===== src/rtl/blink_pkg.sv =====
// blink_pkg -- shared constants for the blink_rtc timer block.
//
// Holds the I/O register map and the bit positions inside the timer status
// register (tsta). The status width depends on the optional alarm feature,
// which is enabled by defining the macro BLINK_RTC_ALARM_EN.
package blink_pkg;

`ifdef BLINK_RTC_ALARM_EN
  localparam int TSTA_W = 4;
`else
  localparam int TSTA_W = 3;
`endif

  // Write-side registers
  localparam logic [7:0] ADDR_TSTA_CLR = 8'hB4;  // write: clear tsta bits
  localparam logic [7:0] ADDR_TMK      = 8'hB5;  // write: tmk, read: tsta
  localparam logic [7:0] ADDR_ALM0     = 8'hB8;  // alarm minutes [7:0]
  localparam logic [7:0] ADDR_ALM1     = 8'hB9;  // alarm minutes [15:8]
  localparam logic [7:0] ADDR_ALM2     = 8'hBA;  // alarm minutes [MIN_W-1:16]

  // Read-side time registers
  localparam logic [7:0] ADDR_TIM0     = 8'hD0;  // ticks (also takes the snapshot)
  localparam logic [7:0] ADDR_TIM1     = 8'hD1;  // seconds (snapshot)
  localparam logic [7:0] ADDR_TIMM0    = 8'hD2;  // minutes [7:0] (snapshot)
  localparam logic [7:0] ADDR_TIMM1    = 8'hD3;  // minutes [15:8] (snapshot)
  localparam logic [7:0] ADDR_TIMM2    = 8'hD4;  // minutes [MIN_W-1:16] (snapshot)

  // tsta bit indices
  localparam int TSTA_TICK = 0;
  localparam int TSTA_SEC  = 1;
  localparam int TSTA_MIN  = 2;
  localparam int TSTA_ALM  = 3;

endpackage


===== src/rtl/blink_rtc_cnt.sv =====
// blink_rtc_cnt -- modulo-N counter with enable, clear and wrap strobe.
//
// Ports:
//   clk  : clock
//   rst  : synchronous active-high reset (count -> 0)
//   clr  : synchronous hold-at-zero; suppresses wrap while high
//   en   : advance the count by one
//   cnt  : current count, 0..N-1
//   wrap : high in the cycle where an enabled count leaves N-1 (returns to 0)
module blink_rtc_cnt #(
  parameter int N = 2,
  parameter int W = (N > 1) ? $clog2(N) : 1
) (
  input  logic         clk,
  input  logic         rst,
  input  logic         clr,
  input  logic         en,
  output logic [W-1:0] cnt,
  output logic         wrap
);

  logic [W-1:0] cnt_q;
  logic [W-1:0] cnt_d;

  assign wrap = en && !clr && (cnt_q == W'(N - 1));
  assign cnt  = cnt_q;

  always_comb begin
    cnt_d = cnt_q;
    if (clr || wrap) begin
      cnt_d = '0;
    end else if (en) begin
      cnt_d = cnt_q + W'(1);
    end
  end

  always_ff @(posedge clk) begin
    if (rst) begin
      cnt_q <= '0;
    end else begin
      cnt_q <= cnt_d;
    end
  end

endmodule


===== src/rtl/blink_rtc.sv =====
// blink_rtc -- 5 ms tick / second / minute real-time counter with status,
// interrupt mask and a byte-wide register port.
//
// Ports:
//   mck     : master clock
//   rst     : synchronous active-high reset
//   restim  : level timer reset; holds all time counters at zero
//   wr, rd  : one-cycle register strobes (wr has priority)
//   addr    : register address, wdata : write data
//   rdata   : registered read data, held between decoded reads
//   rd_hit  : one-cycle pulse alongside rdata for a decoded read
//   tsta    : status bits {alarm,} minute, second, tick
//   rtc_int : any status bit that is also enabled in tmk
//
// Optional feature: define BLINK_RTC_ALARM_EN to add a minutes alarm register
// (0xB8..0xBA) and the alarm status bit tsta[3].
module blink_rtc
  import blink_pkg::*;
#(
  parameter int TICK_DIV      = 49152,
  parameter int TICKS_PER_SEC = 200,
  parameter int MIN_W         = 21
) (
  input  logic              mck,
  input  logic              rst,
  input  logic              restim,
  input  logic              wr,
  input  logic              rd,
  input  logic [7:0]        addr,
  input  logic [7:0]        wdata,
  output logic [7:0]        rdata,
  output logic              rd_hit,
  output logic [TSTA_W-1:0] tsta,
  output logic              rtc_int
);

  localparam int PRE_W  = (TICK_DIV > 1) ? $clog2(TICK_DIV) : 1;
  localparam int TIM0_W = (TICKS_PER_SEC > 1) ? $clog2(TICKS_PER_SEC) : 1;

  logic [PRE_W-1:0]  pre_cnt_unused;
  logic [TIM0_W-1:0] tim0_cnt;
  logic [5:0]        tim1_cnt;
  logic              tick, sec_evt, min_evt;

  // Event chain: each stage advances only on the previous stage's wrap, and
  // restim clears every stage, which also keeps all wrap strobes low.
  blink_rtc_cnt #(.N(TICK_DIV), .W(PRE_W)) u_pre (
    .clk(mck), .rst(rst), .clr(restim), .en(1'b1),
    .cnt(pre_cnt_unused), .wrap(tick)
  );

  blink_rtc_cnt #(.N(TICKS_PER_SEC), .W(TIM0_W)) u_tim0 (
    .clk(mck), .rst(rst), .clr(restim), .en(tick),
    .cnt(tim0_cnt), .wrap(sec_evt)
  );

  blink_rtc_cnt #(.N(60), .W(6)) u_tim1 (
    .clk(mck), .rst(rst), .clr(restim), .en(sec_evt),
    .cnt(tim1_cnt), .wrap(min_evt)
  );

  logic [MIN_W-1:0]  timm_q, timm_d, timm_inc;
  logic [TSTA_W-1:0] tsta_q, tsta_d, tsta_set, tsta_clr;
  logic [TSTA_W-1:0] tmk_q, tmk_d;
  logic [5:0]        sh_tim1_q, sh_tim1_d;
  logic [MIN_W-1:0]  sh_timm_q, sh_timm_d;
  logic [7:0]        rdata_q, rdata_d;
  logic              rd_hit_q, rd_hit_d;
  logic              rd_en;

  // Minutes roll over silently from all-ones to zero.
  assign timm_inc = timm_q + MIN_W'(1);
  assign rd_en    = rd && !wr;

`ifdef BLINK_RTC_ALARM_EN
  logic [MIN_W-1:0] alm_q, alm_d;

  always_comb begin
    alm_d = alm_q;
    if (wr) begin
      case (addr)
        ADDR_ALM0: alm_d[7:0]        = wdata;
        ADDR_ALM1: alm_d[15:8]       = wdata;
        ADDR_ALM2: alm_d[MIN_W-1:16] = wdata[MIN_W-17:0];
        default:   ;
      endcase
    end
  end

  always_ff @(posedge mck) begin
    if (rst) begin
      alm_q <= '1;
    end else begin
      alm_q <= alm_d;
    end
  end
`else
  // Write data bits above the 3-bit status/mask width are don't-care.
  logic wdata_unused;
  assign wdata_unused = ^wdata;
`endif

  always_comb begin
    timm_d = timm_q;
    if (restim) begin
      timm_d = '0;
    end else if (min_evt) begin
      timm_d = timm_inc;
    end
  end

  // Status: a set in the same cycle as a clear wins, hence set is OR'd last.
  always_comb begin
    tsta_set            = '0;
    tsta_set[TSTA_TICK] = tick;
    tsta_set[TSTA_SEC]  = sec_evt;
    tsta_set[TSTA_MIN]  = min_evt;
`ifdef BLINK_RTC_ALARM_EN
    tsta_set[TSTA_ALM]  = min_evt && (timm_inc == alm_q);
`endif
    tsta_clr = (wr && addr == ADDR_TSTA_CLR) ? wdata[TSTA_W-1:0] : '0;
    tsta_d   = (tsta_q & ~tsta_clr) | tsta_set;
    tmk_d    = (wr && addr == ADDR_TMK) ? wdata[TSTA_W-1:0] : tmk_q;
  end

  // Read decode. A tim0 read freezes tim1/timm in the shadows so the
  // remaining bytes describe the same instant even across a rollover.
  always_comb begin
    rdata_d   = rdata_q;
    rd_hit_d  = 1'b0;
    sh_tim1_d = sh_tim1_q;
    sh_timm_d = sh_timm_q;
    if (rd_en) begin
      rd_hit_d = 1'b1;
      case (addr)
        ADDR_TMK:   rdata_d = 8'(tsta_q);
        ADDR_TIM0: begin
          rdata_d   = 8'(tim0_cnt);
          sh_tim1_d = tim1_cnt;
          sh_timm_d = timm_q;
        end
        ADDR_TIM1:  rdata_d = {2'b00, sh_tim1_q};
        ADDR_TIMM0: rdata_d = sh_timm_q[7:0];
        ADDR_TIMM1: rdata_d = sh_timm_q[15:8];
        ADDR_TIMM2: rdata_d = 8'(sh_timm_q[MIN_W-1:16]);
        default:    rd_hit_d = 1'b0;
      endcase
    end
  end

  always_ff @(posedge mck) begin
    if (rst) begin
      timm_q    <= '0;
      tsta_q    <= '0;
      tmk_q     <= '0;
      sh_tim1_q <= '0;
      sh_timm_q <= '0;
      rdata_q   <= '0;
      rd_hit_q  <= 1'b0;
    end else begin
      timm_q    <= timm_d;
      tsta_q    <= tsta_d;
      tmk_q     <= tmk_d;
      sh_tim1_q <= sh_tim1_d;
      sh_timm_q <= sh_timm_d;
      rdata_q   <= rdata_d;
      rd_hit_q  <= rd_hit_d;
    end
  end

  assign rdata   = rdata_q;
  assign rd_hit  = rd_hit_q;
  assign tsta    = tsta_q;
  assign rtc_int = |(tsta_q & tmk_q);

endmodule


===== config.mk =====
export PLATFORM = sky130hd
export DESIGN_NAME = blink_rtc
export DESIGN_NICKNAME = d
export VERILOG_FILES = /design/src/rtl/blink_pkg.sv /design/src/rtl/blink_rtc_cnt.sv /design/src/rtl/blink_rtc.sv
export SDC_FILE = /design/constraint.sdc
export NUM_CORES = 1
export LEC_CHECK = 0
export BUFFER_PORTS_ARGS = -buffer_cell sky130_fd_sc_hd__buf_2
export CAP_MARGIN = 15
export CORE_ASPECT_RATIO = 1.5
export CORE_MARGIN = 2
export CORE_UTILIZATION = 46
export CTS_BUF_LIST = sky130_fd_sc_hd__clkbuf_4
export CTS_CLUSTER_SIZE = 40
export DETAILED_ROUTE_END_ITERATION = 16
export GPL_TIMING_DRIVEN = 0
export MAX_ROUTING_LAYER = met4
export PLACE_DENSITY = 0.75
export SYNTH_ARGS = -nofsm -noshare
export SYNTH_HDL_FRONTEND = slang
export SYNTH_HIERARCHICAL = 1
export SYNTH_SLANG_ARGS = --single-unit

===== constraint.sdc =====
create_clock -name mck -period 4.12 [get_ports mck]
set_clock_uncertainty 0.05 [all_clocks]
set_input_delay 0.618 -clock mck [delete_from_list [all_inputs] [get_ports mck]]
set_output_delay 0.618 -clock mck [all_outputs]
set_load 0.01 [all_outputs]

After elaboration in Yosys (flattened, before gate mapping)
Cells that the tools add are included.

storage, ports and cells
  output and inout port bits = 13
  logic and storage cells = 55
  input port bits = 21
  bits in registers = 93

operators by class
  reduce and logical (&&, ||, !) cells = 23
  mux-type cells = 3
  add/subtract/negate cells = 4
  equal/unequal tests = 10
  bitwise logic cells = 5

operators with widths
  operator               number
  $eq 8x8->1 const B     8
  $pmux 8 s6             1
  $add 21x1->21 const B  1
  $add 16x1->16 const B  1
  $eq 16x16->1 const B   1
  $reduce_or 2->1        5
  $add 8x1->8 const B    1
  $logic_and 1x1->1      8
  $add 6x1->6 const B    1
  $and 3x3->3            2
  $eq 6x6->1 const B     1
  $reduce_bool 6->1      1
  $reduce_or 6->1        1
  $reduce_and 2->1       2
  $logic_or 1x1->1       3
  $mux 3                 1
  $not 3->3              1
  $or 3x3->3             1
  $reduce_or 3->1        1
  $logic_not 1->1        2
  $mux 1                 1
  $not 1->1              1

Longest topological paths before layout
  depth in word-level cells = 8
  depth in mapped cells = 16

Hierarchy
The synthesis kept the hierarchy.

by module, submodules not included
  module                   cells an instance  area each (um^2)  times used
  blink_rtc                332                2787.7            1
  blink_rtc_cnt at u_pre   81                 721.9             1
  blink_rtc_cnt at u_tim0  43                 407.9             1
  blink_rtc_cnt at u_tim1  29                 281.5             1

Worst setup path before layout
No wires, ideal clock.

  kind = flip-flop to flip-flop
  start point = register u_pre.cnt_q[0], in the netlist u_pre/cnt[0]
  end point = register timm_q[19]
  cell stages (with the launch flop) = 17
  library setup time = 0.128 ns
  slack = 0.073 ns
  data arrival time = 3.869 ns
  data required time = 3.942 ns
  clock period less this slack = 4.047 ns
  cell sequence = dfxtp_1 -> ha_1 -> nand3_1 -> nor3_1 -> nand3_1 -> nor2_1 -> buf_2 -> nand3_2 -> nor4_1 -> nand2_2 -> nor4_1 -> buf_2 -> nand3_1 -> nor4_1 -> nand4_1 -> xor2_1 -> nor2_1

on the way
  cells in the longest elaborated chain, start to end = 6

RTL lines
  what                             RTL line             source
  start: declaration               blink_rtc_cnt.sv:22  logic [W-1:0] cnt_q;
  start signal: assignment         blink_rtc_cnt.sv:41  cnt_q <= cnt_d;
  $eq 16x16->1                     blink_rtc_cnt.sv:25  assign wrap = en && !clr && (cnt_q == W'(N - 1));
  $logic_and 1x1->1                blink_rtc_cnt.sv:25
  named net tick                   blink_rtc.sv:43      logic tick, sec_evt, min_evt;
  $logic_and 1x1->1 (2 in series)  blink_rtc_cnt.sv:25
  named net sec_evt                blink_rtc.sv:43
  $logic_and 1x1->1 (2 in series)  blink_rtc_cnt.sv:25
  named net min_evt                blink_rtc.sv:43
  end signal: assignment           blink_rtc.sv:161     timm_q <= timm_d;
  end: declaration                 blink_rtc.sv:62      logic [MIN_W-1:0] timm_q, timm_d, timm_inc;

The timed path passes the listed nets, and every way through them passes these cells.
A chain may end at the register's enable or synchronous reset.

Worst setup path in the final report
  start point = register u_pre.cnt_q[0], in the netlist u_pre/cnt[0]
  end point = register timm_q[20]

The elaborated chain is that of the path after synthesis.

==> flow_summary.yaml <==
floorplanning:
  fp.dieArea_mm2: 0.00992
  io_pins: 34
  core-area_mm2: 0.00883
  initial_utilization: 0.476
  die_x_um: 82.0
  chipHeight_um: 121
  rows: 42
timing:
  fin_tns_setup_ps: 0
  setup_violations: 0
  grt_setup_unrepaired: "no"
  final.min_clock_period_ps: 3730
  worst_slew_pin_slew_ps: 703
  period_share: 0.905
  maxSlewViolCount: 0
  max_freq_mhz: 268
  max-slew-margin-rel: 0.525
  hold_viol_final: 0
setup_path:
  path_max_fanout: 7
  crit_arrival_ps: 3990
  reg2reg_slack_ps: 390
  worst_ep_required_time_ps: 4380
  path_class: "reg2reg"
  path_cells: "ha_1, nand3_2, nor3_4, nand3_1, nor2_1, buf_2, nand3_2, nor4_4, nand2_2, nor4_1, buf_2, nand4_1, buf_4, nor3_4, nand3_1, xor2_1, nor2_1"
  rr_endpoint: "timm_q[20]"
  slowest_delay_ps: 400
  crit_path_start_kind: "flip-flop"
  slowest_stage: "dfxtp_1"
  cp-end-kind: "flip-flop"
  r2r_cells: 17
  worstReg2RegStart: "u_pre/cnt[0]"
routing:
  route.met2.wl_um: 4800
  drt_iter0_drc: 192
  wl_met1_um: 3860
  routed_via_density: 5.61
  top_layer: "met4"
  post_drt_wl_per_cell_um: 14.7
  vias: 3604
  wl_um: 9460
  dr_wl_met3_um: 373
  route.detailed.drc: 0
  antenna_left: 0
  drtPass1Iterations: 5
final_layout:
  final_cells: 642
  fin_area_mm2: 0.00469
  area_delta_synth_final_pct: 11.6
  multi_input_area_mm2: 0.00227
  num-fill-cells: 804
  drive_gt1_frac: 0.153
  final_nets: 551
  final_core_util: 0.531
  seqCellArea_mm2: 0.00186
yosys:
  ys_ff_latch: 93
  ys_types: 58
  syn_area_mm2: 0.00420
  syn_nets: 510
  syn_area_per_cell_um2: 8.66
  synth_top_area_frac: 0.443
  synthCells: 485
  yosys_most_used_dff: "dfxtp_1"
  synthTopCellsByArea: "dfxtp_1 44%, nand2_1 7.6%, nor2_1 5.6%, xor2_1 5.0%, a21oi_1 4.8%"
  synth_top_area_cell: "dfxtp_1"
  async_reset_ff_frac: 0
  synth_seq_area_share: 0.443
  synth_edf_count: 0
  synth_warnings: 6
  yosysMostFrequentCell: "dfxtp_1"
  ys_top_cells_by_count: "93 x dfxtp_1, 85 x nand2_1, 63 x nor2_1, 40 x a21oi_1, 24 x xor2_1"
clocking:
  clockBufferDepth: 2
  insertion_delay_ps: 440
  cts-root-buf: "clkbuf_4"
  cts_buffers: 9
  ctsHoldBuffers: 0
  clk_pin_slew_worst_paths_ps: 140
  htree_levels: 3
  cts_tree: "built"
  cts.sinks: 93
hold_path:
  holdPathStages: 3
  hold_path_class: "in2reg"
  hold_start: "wdata[0]"
  hold_end: "tmk_q[0]"
placement:
  io_buffers: 26
  dpl-instance-area_mm2: 0.00447
  dp_hpwl_um: 7030
  gp_congestion: 0.977
  dp.cells: 621
power_and_ir_drop:
  leakagePower_uw: 0.00158
  powerDensity_mw_per_mm2: 307
  vdd_ir_drop_max_v: 0.000174
run:
  cap_violations: 0
global_route:
  gr-total-overflow: 0
  grt_pass1_wl_um: 15400
  antenna_found_initial: 1
  grt_max_degree: 15
  grt_pass1_vias: 3461
  grt_usage: 0.206
outcome:
  status: "completed"
-- cell usage in the layout, fill, tap and decap left out, types with 6 or more instances in the layout --
master,synthesis,layout
a21oi_1,40,40
a22oi_1,10,10
buf_2,5,31
buf_4,4,8
clkbuf_1,11,11
clkbuf_4,0,10
dfxtp_1,93,93
mux2_2,7,7
nand2_1,85,85
nand3_1,15,14
nand4_1,14,14
nor2_1,63,63
o21ai_0,9,9
or3_1,6,6
xnor2_1,15,15
xor2_1,24,24
-- flip-flops by register name, indices dropped and copies added, names as in the netlist --
register / flops
sh_timm_q: 21
timm_q: 21
u_pre/cnt: 16
rdata: 8
u_tim0/cnt: 8
sh_tim1_q: 6
u_tim1/cnt: 6
tmk_q: 3
tsta: 3
rd_hit: 1
-- how the worst max path moves through the flow --
stage,end,from,slack (ps),depth (start not counted)
final,timm_q[20],u_pre/cnt[0],390,17
after global routing,timm_q[20],u_pre/cnt[0],70,17
after CTS,timm_q[20],u_pre/cnt[0],120,16
after detailed placement,timm_q[20],u_pre/cnt[0],-1090,16
after global placement,timm_q[20],u_pre/cnt[0],-890,16
after floorplan,timm_q[19],u_pre/cnt[0],70,16
-- through the flow --
step / power, uW / hold WS [ps] / worst slack, ps
after floorplan: 958 / 381 / 73.0
after global placement: 980 / 388 / -891
after detailed placement: 981 / 395 / -1090
after CTS: 1460 / 364 / 118
after global routing: 1490 / 382 / 73.5
final: 1440 / 396 / 392
-- critical path, delay by kind of cell, from the launching register on --
family / cells / cell delay, ps
XOR/XNOR: 1 / 170
adder cells (fa/ha/maj): 1 / 220
buffers and inverters: 3 / 630
flip-flops: 1 / 400
AND/OR/NAND/NOR: 12 / 2120
-- power breakdown --
| group | switching [uW] | internal, uW | total [uW] |
|---|---|---|---|
| sequential | 0.731 | 900 | 901 |
| combinational | 40.8 | 20.4 | 61.2 |
| clock | 293 | 186 | 478 |
| total | 334 | 1110 | 1440 |
-- final cells by class --
| type | count | share of cell area |
|---|---|---|
| Antenna cell | 1 | 0.000534 |
| Buffer | 21 | 0.0230 |
| Clock buffer | 10 | 0.0160 |
| Clock inverter | 6 | 0.0115 |
| Inverter | 4 | 0.00320 |
| Multi-Input combinational cell | 367 | 0.485 |
| Sequential cell | 93 | 0.397 |
| Tap cell | 110 | 0.0294 |
| Timing Repair Buffer | 30 | 0.0342 |
-- cells by family after synthesis --
logic type                 Yosys count  synth area share
xor gates and xnor gates            39            0.0813
adders and majority gates            4            0.0119
and+or+nand+nor                    225             0.262
AOI/OAI and AO/OA                   86             0.137
DFF                                 93             0.443
buffers and inverters               25            0.0292
other                                1          0.000893
muxes                               12            0.0337
-- timing repair --
action / CTS / global route
resized for setup: 6 / 3
pin swaps: 1 / 3
endpoints found under the setup margin: 18 / 14
buffers inserted: 1 / 3
-- routing by layer --
| metal | GRT usage | up-vias |
|---|---|---|
| met5 | - | - |
| met4 | 0.128 | 0 |
| met3 | 0.0424 | 30 |
| met2 | 0.346 | 97 |
| met1 | 0.214 | 1701 |
| li1 | - | 1776 |
Note: power is estimated with default switching activity, not from simulation.
